--- config.mk ---
export PLATFORM = sky130hd
export DESIGN_NAME = nvdla_sdp_param_cq
export DESIGN_NICKNAME = d
export VERILOG_FILES = /design/src/rtl/nvdla_fifo_pkg.sv /design/src/rtl/nvdla_fifo_ram_2p.sv /design/src/rtl/nvdla_sdp_param_cq.sv
export SDC_FILE = /design/constraint.sdc
export NUM_CORES = 1
export LEC_CHECK = 0
export ABC_AREA = 1
export BUFFER_PORTS_ARGS = -buffer_cell sky130_fd_sc_hd__buf_2
export CORE_MARGIN = 2
export CORE_UTILIZATION = 33
export CTS_CLUSTER_DIAMETER = 100
export DETAILED_ROUTE_END_ITERATION = 6
export GPL_TIMING_DRIVEN = 1
export REMOVE_ABC_BUFFERS = 1
export SYNTH_ARGS = -nofsm -noshare
export SYNTH_HDL_FRONTEND = slang
export SYNTH_SLANG_ARGS = --single-unit
--- constraint.sdc ---
create_clock -name nvdla_core_clk -period 3 [get_ports nvdla_core_clk]
set_input_delay 0.3 -clock nvdla_core_clk [delete_from_list [all_inputs] [get_ports nvdla_core_clk]]
set_output_delay 0.3 -clock nvdla_core_clk [all_outputs]
set_load 0.02 [all_outputs]
--- src/rtl/nvdla_fifo_pkg.sv ---
// Shared helpers for the parametrised SDP queue: width functions and write-side state type.
package nvdla_fifo_pkg;

  // Ceiling log2; returns 0 for n <= 1.
  function automatic int unsigned clog2(input int unsigned n);
    int unsigned r;
    r = 0;
    while ((32'd1 << r) < n) r++;
    return r;
  endfunction

  // Address width for a given depth.
  function automatic int unsigned aw_of(input int unsigned depth);
    return clog2(depth);
  endfunction

  // Count width able to hold 0..depth.
  function automatic int unsigned cw_of(input int unsigned depth);
    return clog2(depth + 1);
  endfunction

  localparam int unsigned MAX_DEPTH = 1024;
  localparam int unsigned MAX_CW    = cw_of(MAX_DEPTH);

  // Write-side occupancy and push-blocking flag, sized for the largest legal depth.
  typedef struct packed {
    logic [MAX_CW-1:0] count;
    logic              busy;
  } wr_state_t;

endpackage

--- src/rtl/nvdla_fifo_ram_2p.sv ---
// Two-port RAM: one write port, one synchronous read port with 1-cycle latency.
module nvdla_fifo_ram_2p
  import nvdla_fifo_pkg::*;
#(
  parameter int unsigned WIDTH = 14,
  parameter int unsigned DEPTH = 80
) (
  input  logic                       clk,
  input  logic                       we,
  input  logic [aw_of(DEPTH)-1:0]    wa,
  input  logic [WIDTH-1:0]           di,
  input  logic                       re,
  input  logic                       ore,
  input  logic [aw_of(DEPTH)-1:0]    ra,
  output logic [WIDTH-1:0]           dout,
  input  logic [31:0]                pwrbus_ram_pd
);

  logic [WIDTH-1:0] mem [DEPTH];
  logic [WIDTH-1:0] rd_q;
  logic             unused_pwrbus;

  // Power-down controls only matter to a hard macro; the behavioural array ignores them.
  assign unused_pwrbus = ^pwrbus_ram_pd;

  // Array write; contents survive reset.
  always_ff @(posedge clk) begin
    if (we) mem[wa] <= di;
  end

  // Registered read; output holds whenever the read is not enabled.
  always_ff @(posedge clk) begin
    if (re && ore) rd_q <= mem[ra];
  end

  assign dout = rd_q;

endmodule

--- src/rtl/nvdla_sdp_param_cq.sv ---
// Parametrised SDP command/data queue with valid/ready ports, runtime limit, afull and flush.
module nvdla_sdp_param_cq
  import nvdla_fifo_pkg::*;
#(
  parameter int unsigned WIDTH = 14,
  parameter int unsigned DEPTH = 80
) (
  input  logic                       nvdla_core_clk,
  input  logic                       nvdla_core_rst,
  input  logic                       in_pvld,
  output logic                       in_prdy,
  input  logic [WIDTH-1:0]           in_pd,
  output logic                       out_pvld,
  input  logic                       out_prdy,
  output logic [WIDTH-1:0]           out_pd,
  input  logic [cw_of(DEPTH)-1:0]    cfg_wr_limit,
  input  logic [cw_of(DEPTH)-1:0]    cfg_afull_thresh,
  input  logic                       flush,
  output logic [cw_of(DEPTH)-1:0]    wr_count,
  output logic                       afull,
  input  logic [31:0]                pwrbus_ram_pd
);

  localparam int unsigned AW = aw_of(DEPTH);
  localparam int unsigned CW = cw_of(DEPTH);

  wr_state_t         wr_q, wr_d;
  logic [AW-1:0]     wr_adr_q, wr_adr_d;
  logic              wr_popping_q;
  logic              afull_q, afull_d;
  logic              rd_pushing_q;
  logic [AW-1:0]     rd_adr_q, rd_adr_d;
  logic [CW-1:0]     rd_count_q, rd_count_d;
  logic              out_pvld_q, out_pvld_d;
  logic              wr_pushing;
  logic              rd_popping;
  logic              ram_we;
  logic              ram_re;
  logic [AW-1:0]     ram_ra;

  // Pointer increment wrapping at DEPTH-1, so non-power-of-two depths work.
  function automatic logic [AW-1:0] adr_inc(input logic [AW-1:0] a);
    return (a == AW'(DEPTH - 1)) ? '0 : a + AW'(1);
  endfunction

  assign wr_pushing = in_pvld & ~wr_q.busy;
  assign rd_popping = out_pvld_q & out_prdy;
  assign ram_we     = wr_pushing & ~flush;

  // Write side: occupancy sees pops one cycle late; busy and afull look at the next count.
  always_comb begin
    wr_d       = '0;
    wr_adr_d   = wr_adr_q;
    afull_d    = 1'b0;
    wr_d.count = wr_q.count + MAX_CW'(wr_pushing) - MAX_CW'(wr_popping_q);
    wr_d.busy  = (wr_d.count == MAX_CW'(DEPTH)) ||
                 ((cfg_wr_limit != '0) && (wr_d.count >= MAX_CW'(cfg_wr_limit)));
    afull_d    = (wr_d.count >= MAX_CW'(cfg_afull_thresh));
    if (wr_pushing) wr_adr_d = adr_inc(wr_adr_q);
    if (flush) begin
      wr_d     = '0;
      wr_adr_d = '0;
      afull_d  = (cfg_afull_thresh == '0);
    end
  end

  // Read side: rd_adr is the head entry; on a pop the next entry is fetched so pops stream.
  always_comb begin
    rd_count_d = rd_count_q + CW'(rd_pushing_q) - CW'(rd_popping);
    out_pvld_d = (rd_count_d != '0);
    ram_re     = out_pvld_d & (rd_popping | ~out_pvld_q);
    ram_ra     = rd_popping ? adr_inc(rd_adr_q) : rd_adr_q;
    rd_adr_d   = ram_ra;
    if (flush) begin
      rd_count_d = '0;
      out_pvld_d = 1'b0;
      ram_re     = 1'b0;
      rd_adr_d   = '0;
    end
  end

  // Write-side state and the pop crossing flop.
  always_ff @(posedge nvdla_core_clk or posedge nvdla_core_rst) begin
    if (nvdla_core_rst) begin
      wr_q         <= '0;
      wr_adr_q     <= '0;
      wr_popping_q <= 1'b0;
      afull_q      <= 1'b0;
    end else begin
      wr_q         <= wr_d;
      wr_adr_q     <= wr_adr_d;
      wr_popping_q <= rd_popping & ~flush;
      afull_q      <= afull_d;
    end
  end

  // Read-side state and the push crossing flop.
  always_ff @(posedge nvdla_core_clk or posedge nvdla_core_rst) begin
    if (nvdla_core_rst) begin
      rd_pushing_q <= 1'b0;
      rd_adr_q     <= '0;
      rd_count_q   <= '0;
      out_pvld_q   <= 1'b0;
    end else begin
      rd_pushing_q <= ram_we;
      rd_adr_q     <= rd_adr_d;
      rd_count_q   <= rd_count_d;
      out_pvld_q   <= out_pvld_d;
    end
  end

  nvdla_fifo_ram_2p #(
    .WIDTH (WIDTH),
    .DEPTH (DEPTH)
  ) u_ram (
    .clk           (nvdla_core_clk),
    .we            (ram_we),
    .wa            (wr_adr_q),
    .di            (in_pd),
    .re            (ram_re),
    .ore           (ram_re),
    .ra            (ram_ra),
    .dout          (out_pd),
    .pwrbus_ram_pd (pwrbus_ram_pd)
  );

  assign in_prdy  = ~wr_q.busy;
  assign out_pvld = out_pvld_q;
  assign wr_count = CW'(wr_q.count);
  assign afull    = afull_q;

endmodule

### Word level (Yosys, flattened, before mapping)

Memories as Yosys holds them, arrays and structs flattened. A register that Yosys moved wholly into a read port is not among the register bits.
Cells that the tools add are included.

| storage, ports and cells | value |
|---|---|
| flip-flop bits (word level) | 37 |
| memories | 1 |
| bits in writable memories | 1120 |

Memories:

| memory | words | width | rd ports | clocked after memory_dff | wr ports | line | source |
|---|---|---|---|---|---|---|---|
| u_ram.mem | 80 | 14 | 1 | 1 | 1 | nvdla_fifo_ram_2p.sv:19 | `logic [WIDTH-1:0] mem [DEPTH];` |

| cells by class | value |
|---|---|
| eq/ne operators | 3 |
| reduce and logical (&&, ||, !) cells | 6 |
| add/subtract/negate cells | 6 |
| mux-type cells | 13 |
| bitwise logic cells | 9 |
| order comparisons | 2 |

Operators by type and width:

| operator | number |
|---|---|
| $mux W7 | 7 |
| $ge A11 B7 Y1 | 2 |
| $add A7 B1 Y7 const B | 2 |
| $eq A7 B7 Y1 const B | 2 |
| $reduce_bool A7 Y1 | 2 |
| $mux W12 | 1 |
| $add A11 B1 Y11 | 1 |
| $eq A11 B7 Y1 const B | 1 |
| $sub A11 B1 Y11 | 1 |
| $add A7 B1 Y7 | 1 |
| $logic_not A7 Y1 | 1 |
| $sub A7 B1 Y7 | 1 |
| $and A1 B1 Y1 | 5 |
| $mux W1 | 5 |
| $not A1 Y1 | 3 |
| $reduce_bool A2 Y1 | 1 |
| $logic_and A1 B1 Y1 | 1 |
| $logic_or A1 B1 Y1 | 1 |
| $or A1 B1 Y1 | 1 |

### Longest topological paths before layout

Gate-level depths: netlist (run 1).

| logic depth | value |
|---|---|
| word-level depth | 8 |
| mapped depth | 21 |

### By module

A second synthesis (run 1) with hierarchy kept.

| unflattened totals | value |
|---|---|
| cell total of the unflattened synthesis | 4124 |
| area total of the unflattened synthesis | 48816.8 um^2 |

By module, submodules not included:

| module | seq. area each (um^2) | cells each | area an instance (um^2) | instances |
|---|---|---|---|---|
| nvdla_fifo_ram_2p | 34052.7 | 3723 | 45867.7 | 1 |
| nvdla_sdp_param_cq | 925.9 | 401 | 2949.1 | 1 |

### Worst setup path after synthesis (run 1)

No wires, ideal clock.

| timing | value |
|---|---|
| path type | register -> register |
| from | reg out_pvld_q (netlist: out_pvld) |
| to | reg u_ram.rd_q[0] (netlist: u_ram.dout[0]) (read register of u_ram.mem), enable pin |
| arrival time | 3049 ps |
| setup slack | -439 ps |
| clock period less this slack | 3439 ps |
| cell stages (with the launch flop) | 16 |
| buffers on the path | 0 |
| path through | dfrtp_1 -> nand2_1 -> inv_2 -> ha_1 -> inv_1 -> ha_1 -> fa_1 -> a21oi_1 -> o21bai_1 -> nand2_1 -> nand2_1 -> a21oi_1 -> xor2_1 -> nand4_1 -> nand2_1 -> a21oi_1 |

| on the way | value |
|---|---|
| longest elaborated chain between the ends | 5 |
| elaborated cells between the ends (all ways) | 8 |

Ends and longest elaborated chain:

| item | line | source |
|---|---|---|
| start: declaration | nvdla_sdp_param_cq.sv:34 | `logic out_pvld_q, out_pvld_d;` |
| start signal: assignment | nvdla_sdp_param_cq.sv:108 | `out_pvld_q <= out_pvld_d;` |
| $and A1 B1 Y1 | nvdla_sdp_param_cq.sv:47 | `assign rd_popping = out_pvld_q & out_prdy;` |
| $sub A7 B1 Y7 | nvdla_sdp_param_cq.sv:69 | `rd_count_d = rd_count_q + CW'(rd_pushing_q) - CW'(rd_popping);` |
| $reduce_bool A7 Y1 | nvdla_sdp_param_cq.sv:70 | `out_pvld_d = (rd_count_d != '0);` |
| $and A1 B1 Y1 (*) | nvdla_sdp_param_cq.sv:71 | `ram_re = out_pvld_d & (rd_popping \| ~out_pvld_q);` |
| $mux W1 (*) | nvdla_sdp_param_cq.sv:74 | `if (flush) begin` |
| via ram_re | nvdla_sdp_param_cq.sv:38 | `logic ram_re;` |
| end: declaration | nvdla_fifo_ram_2p.sv:20 | `logic [WIDTH-1:0] rd_q;` |

Mark *: on every way through the listed nets, which the timed path passes. The rest lies on a longest branch.
A chain may end at the register's enable or synchronous reset.

### Final worst setup path (run 1)

| timing | value |
|---|---|
| from | reg wr_q[0] (netlist bit) |
| to | reg afull_q (netlist: afull) |

| on the way | value |
|---|---|
| longest elaborated chain between the ends | 6 |

Ends and longest elaborated chain:

| item | line | source |
|---|---|---|
| start: declaration | nvdla_sdp_param_cq.sv:27 | `wr_state_t wr_q, wr_d;` |
| start signal: assignment | nvdla_sdp_param_cq.sv:90 | `wr_q <= wr_d;` |
| $not A1 Y1 | nvdla_sdp_param_cq.sv:46 | `assign wr_pushing = in_pvld & ~wr_q.busy;` |
| $and A1 B1 Y1 | nvdla_sdp_param_cq.sv:46 |  |
| $add A11 B1 Y11 | nvdla_sdp_param_cq.sv:55 | `wr_d.count = wr_q.count + MAX_CW'(wr_pushing) - MAX_CW'(wr_popping_q);` |
| $sub A11 B1 Y11 | nvdla_sdp_param_cq.sv:55 |  |
| $ge A11 B7 Y1 | nvdla_sdp_param_cq.sv:58 | `afull_d = (wr_d.count >= MAX_CW'(cfg_afull_thresh));` |
| $mux W1 | nvdla_sdp_param_cq.sv:60 | `if (flush) begin` |
| via afull_d | nvdla_sdp_param_cq.sv:30 | `logic afull_q, afull_d;` |
| end signal: assignment | nvdla_sdp_param_cq.sv:93 | `afull_q <= afull_d;` |
| end: declaration | nvdla_sdp_param_cq.sv:30 |  |

The timed path passes the listed nets, and every way through them passes these cells.

==> impl_metrics.json, run 1 <==
{
  "num_antenna_cells": 0,
  "synthTopCellsByCount": "1,134 x edfxtp_1, 852 x nand3_1, 848 x nand2_1, 622 x inv_1, 353 x nor2_1",
  "coreArea_sq_um": 155000,
  "numCtsBuffers": 119,
  "whs_path_depth": 7,
  "drc": 0,
  "fin_setup_tns_ns": 0,
  "drt_iter0_drc": 3959,
  "finalCritPeriodShare_pct": 99.7,
  "crit_arrival_ns": 3.61,
  "ys_top_cells_by_area": "edfxtp_1 66%, nand3_1 8.3%, nand2_1 6.2%",
  "ant_nets": 0,
  "synth_area_sq_um": 51500,
  "finalWirelength_mm": 143,
  "placementRows": 144,
  "die_x_microns": 399,
  "synth.avg_cell_area_sq_um": 11.0,
  "clock_skew_ns": 0.0549,
  "dieArea_sq_um": 159000,
  "synth_top_flop_cell": "edfxtp_1",
  "gp_congestion": 0.867,
  "ir_drop_mv": 0.671,
  "crit_type": "flop to flop",
  "fin_nets": 4981,
  "drive_above_1_share_pct": 11.6,
  "synth_most_common_cell": "edfxtp_1",
  "clkPwrFrac_pct": 35.0,
  "setup_violations": 0,
  "numPortBuffers": 56,
  "hold_class": "input pin to flop",
  "synth-seq-area-share_pct": 67.9,
  "synth_cells": 4702,
  "cp_max_fo": 2,
  "htree_levels": 3,
  "r2r-end": "afull$_DFF_PP0_",
  "required_ns": 3.62,
  "vias": 35300,
  "status": "completed",
  "p_comb_share_pct": 19.5,
  "power.leakage_nw": 23.6,
  "maxSlewHeadroom_pct": 29.0,
  "powerDensity_nw_per_um2": 667,
  "grt_pass1_wl_mm": 212,
  "finalCriticalPeriod_ns": 2.99,
  "root_buffer": "clkbuf_16",
  "grt_max_degree": 108,
  "io_pins": 89,
  "worst_slew_pin_slew_ns": 1.07,
  "hp-start": "cfg_wr_limit[6]",
  "fmaxAchievable_mhz": 334,
  "maxCapViolCount": 0,
  "antenna_found_initial": 3,
  "synth_top_area_share_pct": 66.1,
  "switching_share_pct": 28.0,
  "hold_viol_final": 0,
  "post_drt_wl_per_cell_microns": 20.4,
  "reg2reg_setup_slack_ns": 0.01,
  "cts.sinks": 1171,
  "synth-edff-count": 1134,
  "clk_latency_ns": 0.74,
  "yosys_warnings": 0,
  "end_kind": "flop",
  "switching_power_mw": 11.3,
  "synthArstFlopShare_pct": 3.16,
  "ff2ff_path_depth": 19,
  "rr_startpoint": "wr_q[0]$_DFF_PP0_",
  "p_int_mw": 28.9,
  "synth.distinct_cells": 37,
  "startpoint_type": "flop",
  "start_util_pct": 33.3,
  "grtUsageTotal_pct": 17.5,
  "synthToLayoutAreaGrowth_pct": 17.0,
  "path_clk_slew_ns": 0.06,
  "power_mw": 40.2,
  "cts_tree": "yes",
  "yosys_register_bits": 1171,
  "postLayoutCoreUtil_pct": 39.0,
  "post_drt_via_cell_ratio": 5.03,
  "hold_end": "wr_q[0]$_DFF_PP0_",
  "dp_hpwl_mm": 82.8,
  "grt_pass1_vias": 33700,
  "slew_viol_final": 0,
  "fp.dieH_microns": 399,
  "yosys.area.top_type": "edfxtp_1",
  "cts_buffer_depth": 3,
  "rsz0062_at_grt": "true",
  "drt-pass1-iter-count": 6,
  "grt-ovfl-total": 0,
  "p_seq_share_pct": 45.5,
  "fillCellCount": 14800
}
## what timing repair did
action                                  CTS  global route
cloned                                    0             6
setup buffers                             2            10
gates resized for setup                  15            90
pin swaps                                 7            26
endpoints found under the setup margin   19            30
hold buffers                             10             0
endpoints found under the hold margin    21             0
## registers in the layout, summed over array words and instances (netlist names), 5 cells and up
| name | cells |
|---|---|
| wr_q | 5 |
| wr_count | 7 |
| u_ram.dout | 14 |
| wr_adr_q | 7 |
| u_ram.mem | 1120 |
| rd_count_q | 7 |
| rd_adr_q | 7 |
## area by class of cell
| type | count | area (sq um) | area share [%] |
|---|---|---|---|
| multi-input combinational | 2618 | 13200 | 21.9 |
| sequential | 1171 | 35000 | 58.1 |
| clock buffer | 147 | 3100 | 5.15 |
| timing repair buffer | 343 | 3440 | 5.72 |
| tap | 2044 | 2560 | 4.25 |
| clock inverter | 69 | 573 | 0.952 |
| inverter | 627 | 2380 | 3.96 |
## power groups by stage
stage | Clock [mW] | Sequential, mW | Combinational [mW]
after CTS | 14.3 | 18.3 | 7.35
after detailed placement | 0 | 18.6 | 7.22
final | 14.1 | 18.3 | 7.82
after floorplan | 0 | 18.7 | 4.23
after global placement | 0 | 18.6 | 7.24
after global routing | 14.9 | 18.3 | 8.60
## metrics by stage
stage          area (sq um)  instances  hold slack, ns  setup WS [ns]
6_report              60200       7019           0.124         0.0104
5_1_grt               60200       7019           0.116         -0.190
4_1_cts               59600       7003          0.0724        0.00119
3_5_place_dp          55800       6775           0.498         -0.272
3_3_place_gp          55800       6775           0.475         -0.349
2_1_floorplan         50100       4415           0.363         -10.11
## logic make-up after synthesis
family	after synthesis	synth area share (%)
simple gates	2293	20.4
buf+inv	914	7.32
compound gates	269	3.07
xor+xnor	19	0.323
flops	1171	67.9
fa+ha+maj	36	0.904
## worst max-delay path by stage
| stage | from | to | slack, ns |
|---|---|---|---|
| 3_5_place_dp | wr_q[0]$_DFF_PP0_ | afull$_DFF_PP0_ | -0.27 |
| 6_report | wr_q[0]$_DFF_PP0_ | afull$_DFF_PP0_ | 0.01 |
| 5_1_grt | wr_q[0]$_DFF_PP0_ | afull$_DFF_PP0_ | -0.19 |
| 3_3_place_gp | wr_q[0]$_DFF_PP0_ | afull$_DFF_PP0_ | -0.35 |
| 4_1_cts | out_pvld$_DFF_PP0_ | u_ram.dout[8]$_DFFE_PP_ | 0.001 |
| 2_1_floorplan | out_pvld$_DFF_PP0_ | u_ram.dout[0]$_DFFE_PP_ | -10.11 |
## cell usage in the layout (no fill, tap or decap), types with 6 or more instances in the layout
cell type,synthesis,routed
a21oi_1,22,16
a21oi_2,0,6
buf_12,0,59
buf_2,115,42
buf_4,33,210
buf_6,9,12
clkbuf_1,98,27
clkbuf_16,0,124
clkinv_1,0,35
clkinv_2,1,21
dfrtp_1,37,37
dlygate4sd3_1,0,10
edfxtp_1,1134,1134
ha_1,34,28
inv_1,622,616
inv_2,4,7
nand2_1,848,840
nand3_1,852,812
nand3_2,2,41
nand3b_1,210,210
nand4_1,7,7
nor2_1,353,353
nor3_1,12,9
o21ai_0,158,153
o21ai_1,21,25
o221ai_1,56,56
xnor2_1,7,6
xor2_1,12,11
## per-layer routing
metal	track usage [%]	vias up	wire [microns]	part of all wire, %
met5	0	-	13	0.0091
met4	5.83	2	4810	3.4
met3	2.20	249	9900	6.9
met2	28.7	1314	67600	47
met1	24.0	17300	60500	42
li1	-	16400	-	-
## critical path: stages, from the launching register on
cell     delay (ns)
dfrtp_1        0.38
inv_2          0.08
nand2_4        0.06
ha_4           0.21
inv_2          0.06
ha_4           0.12
inv_2          0.04
fa_2           0.39
xnor2_2        0.16
ha_1           0.33
a21oi_2        0.14
o21ai_1        0.08
a21oi_1        0.17
nor2_1         0.07
o21ai_1        0.14
nand2_1        0.08
a21oi_1        0.14
nand2_1        0.07
nand2_1        0.08
o41ai_2        0.08
No activity file was read; power rests on OpenSTA's default activity.
==> run 2: changes to the inputs <==
--- a/config.mk
+++ b/config.mk
@@ -8,11 +8,13 @@
 export ABC_AREA = 1
 export BUFFER_PORTS_ARGS = -buffer_cell sky130_fd_sc_hd__buf_2
 export CORE_MARGIN = 2
-export CORE_UTILIZATION = 33
+export CORE_UTILIZATION = 55
 export CTS_CLUSTER_DIAMETER = 100
 export DETAILED_ROUTE_END_ITERATION = 6
 export GPL_TIMING_DRIVEN = 1
+export PLACE_DENSITY = 0.74
 export REMOVE_ABC_BUFFERS = 1
 export SYNTH_ARGS = -nofsm -noshare
 export SYNTH_HDL_FRONTEND = slang
+export SYNTH_HIERARCHICAL = 1
 export SYNTH_SLANG_ARGS = --single-unit
==> impl_metrics.json, run 2 <==
{
  "synth_area_sq_um": 48800,
  "p_seq_share_pct": 44.6,
  "placementRows": 109,
  "multiInputGateArea_sq_um": 12100,
  "grt_pass1_wl_mm": 188,
  "power_mw": 40.9,
  "coreArea_sq_um": 88200,
  "synthTopCellsByCount": "1,177 x nand2_1, 1,134 x edfxtp_1, 853 x nand3_1, 241 x nor2_1, 116 x o21ai_0",
  "synth-seq-area-share_pct": 71.7,
  "synthArstFlopShare_pct": 3.16,
  "synth-edff-count": 1134,
  "synth_top_flop_cell": "edfxtp_1",
  "hp-start": "in_pd[11]",
  "gp_congestion": 0.897,
  "synth_cells": 4124,
  "synth.distinct_cells": 39,
  "fin_nets": 4388,
  "clk_latency_ns": 0.71,
  "fp.dieH_microns": 302,
  "power.leakage_nw": 20.1,
  "post_drt_wl_per_cell_microns": 22.4,
  "cts_tree": "yes",
  "yosys.area.top_type": "edfxtp_1",
  "crit_arrival_ns": 3.40,
  "ys_top_cells_by_area": "edfxtp_1 70%, nand2_1 9.1%, nand3_1 8.7%",
  "synth_top_area_share_pct": 69.8,
  "cts_buffer_depth": 3,
  "rr_startpoint": "rd_adr_q[1]$_DFF_PP0_",
  "dieArea_sq_um": 91200,
  "maxCapViolCount": 0,
  "vias": 32900,
  "grt_max_degree": 89,
  "synth_most_common_cell": "nand2_1",
  "numPortBuffers": 56,
  "drc": 0,
  "htree_levels": 3,
  "finalWirelength_mm": 124,
  "p_int_mw": 29.0,
  "finalCriticalPeriod_ns": 2.93,
  "yosys_register_bits": 1171,
  "setup_violations": 0,
  "fillCellCount": 6305,
  "layout_commonest_cell": "nand2_1",
  "synth.avg_cell_area_sq_um": 11.8,
  "path_clk_slew_ns": 0.07,
  "root_buffer": "clkbuf_16",
  "fin_setup_tns_ns": 0,
  "largest_reg_flops": 1120,
  "die_x_microns": 302,
  "status": "completed",
  "switching_share_pct": 29.0,
  "cts.sinks": 1171,
  "antenna_found_initial": 1,
  "clock_skew_ns": 0.0568,
  "grt-ovfl-total": 0,
  "ir_drop_mv": 0.926,
  "drt_iter0_drc": 4230,
  "synthToLayoutAreaGrowth_pct": 13.5,
  "num_antenna_cells": 0,
  "grtUsageTotal_pct": 27.4,
  "worst_slew_pin_slew_ns": 1.26,
  "drt-pass1-iter-count": 5,
  "startpoint_type": "flop",
  "finalCritPeriodShare_pct": 97.7,
  "crit_type": "flop to flop",
  "timing.final.ws_setup_ns": 0.0680,
  "grt_pass1_vias": 31400,
  "whs_ns": 0.0358,
  "cp_max_fo": 47,
  "p_comb_share_pct": 21.7,
  "clkPwrFrac_pct": 33.7,
  "rsz0062_at_grt": "true",
  "seq_area_sq_um": 35000,
  "top_register": "u_ram/mem",
  "hold_viol_final": 0,
  "drive_above_1_share_pct": 12.1,
  "io_pins": 89,
  "end_kind": "flop",
  "start_util_pct": 55.3,
  "numCtsBuffers": 114,
  "maxSlewHeadroom_pct": 16.3,
  "post_drt_via_cell_ratio": 5.93,
  "yosys_warnings": 6,
  "hold_class": "input pin to flop",
  "switching_power_mw": 11.8,
  "post-place-ws_ns": -0.132,
  "required_ns": 3.46,
  "fmaxAchievable_mhz": 341,
  "cp-startpoint": "rd_adr_q[1]$_DFF_PP0_",
  "ant_nets": 0,
  "dp_hpwl_mm": 73.4,
  "powerDensity_nw_per_um2": 738,
  "slew_viol_final": 0,
  "layout_common_cells": "1,165 x nand2_1, 1,134 x edfxtp_1, 845 x nand3_1"
}
-- run 2: cell types whose count changed after synthesis, sizes merged, moves of 5 or more --
cell,previous run,this run
nand2,852,1184
buf,188,193
nand3b,210,4
inv,626,109
o221ai,56,26
nor2,354,242
a21oi,22,15
clkbuf,99,58
nor3,12,19
o22ai,3,34
o21ai,179,144
-- run 2: final timing paths --
check	end	slack, ns	cells past startpoint
max reg2reg	u_ram/dout[13]$_DFFE_PP_	0.07	18
min in group asynchronous	wr_q[8]$_DFF_PP0_	0.27	4
max in group asynchronous	wr_adr_q[3]$_DFFE_PP0P_	2.33	4
max	u_ram/dout[13]$_DFFE_PP_	0.07	18
min	u_ram/mem[23][11]$_DFFE_PP_	0.04	1
min reg2reg	rd_adr_q[6]$_DFF_PP0_	0.66	4
-- run 2: layout make-up --
cell class / instances / share of cell area [%]
clock buffer: 149 / 5.42
sequential: 1171 / 63.1
timing repair buffer: 298 / 5.16
multi-input combinational: 2592 / 21.8
clock inverter: 62 / 1.07
tap: 1165 / 2.63
inverter: 110 / 0.813
-- run 2: power groups by stage --
stage                     logic, mW  registers, mW  clock network (mW)
after floorplan                4.72           18.6                   0
after global placement         7.96           18.5                   0
after detailed placement       8.10           18.5                   0
after CTS                      8.31           18.2                13.9
after global routing           9.82           18.2                14.6
final                          8.88           18.2                13.8
-- run 2: logic make-up (layout without fill, tap and decap cells) --
group | after synthesis | in the layout | share of synthesized area, %
XOR/XNOR | 15 | 15 | 0.285
AND/OR/NAND/NOR | 2321 | 2321 | 20.4
adder cells (fa/ha/maj) | 36 | 36 | 0.953
AO/OA/AOI/OAI | 220 | 220 | 2.56
flip-flops | 1171 | 1171 | 71.7
buffers and inverters | 361 | 619 | 4.19
-- run 2: layer usage --
metal | GRT usage (%) | share of wire (%) | vias up | routed length, microns
met2 | 42.8 | 47 | 1832 | 58200
li1 | - | - | 14900 | -
met1 | 38.6 | 39 | 15900 | 48400
met5 | 0 | 0.0064 | - | 8
met3 | 5.16 | 11 | 249 | 13300
met4 | 10.4 | 3.6 | 2 | 4520
-- run 2: worst max-delay path, cell delays in order (launching register included) --
cell	delay, ns
dfrtp_1	0.38
ha_2	0.21
nand3_2	0.11
nor3_4	0.19
nor2_4	0.07
buf_12	0.14
buf_4	0.14
buf_12	0.16
buf_12	0.19
nand2_1	0.08
nand3_1	0.13
nand3_1	0.13
nand3_2	0.13
nand2_1	0.10
nand2_1	0.05
nand3_1	0.18
nand2_1	0.08
nand2_1	0.15
nand2_1	0.07
-- run 2: metrics by stage --
| step | std cells | instance area (sq um) | utilization [%] |
|---|---|---|---|
| global route | 5547 | 55400 | 62.8 |
| detailed placement | 5316 | 51300 | 58.2 |
| finish | 5547 | 55400 | 62.8 |
| global placement | 5316 | 51300 | 58.2 |
| floorplan | 3873 | 47200 | - |
| CTS | 5539 | 55100 | 62.4 |
-- run 2: repair_timing --
action                                  CTS  global route
gates cloned                              1             0
setup buffers                             2             8
pin swaps                                 3            19
endpoints found under the setup margin   29            30
hold buffers                              9             0
hold endpoints to repair                 44             0
resized for setup                        15            50
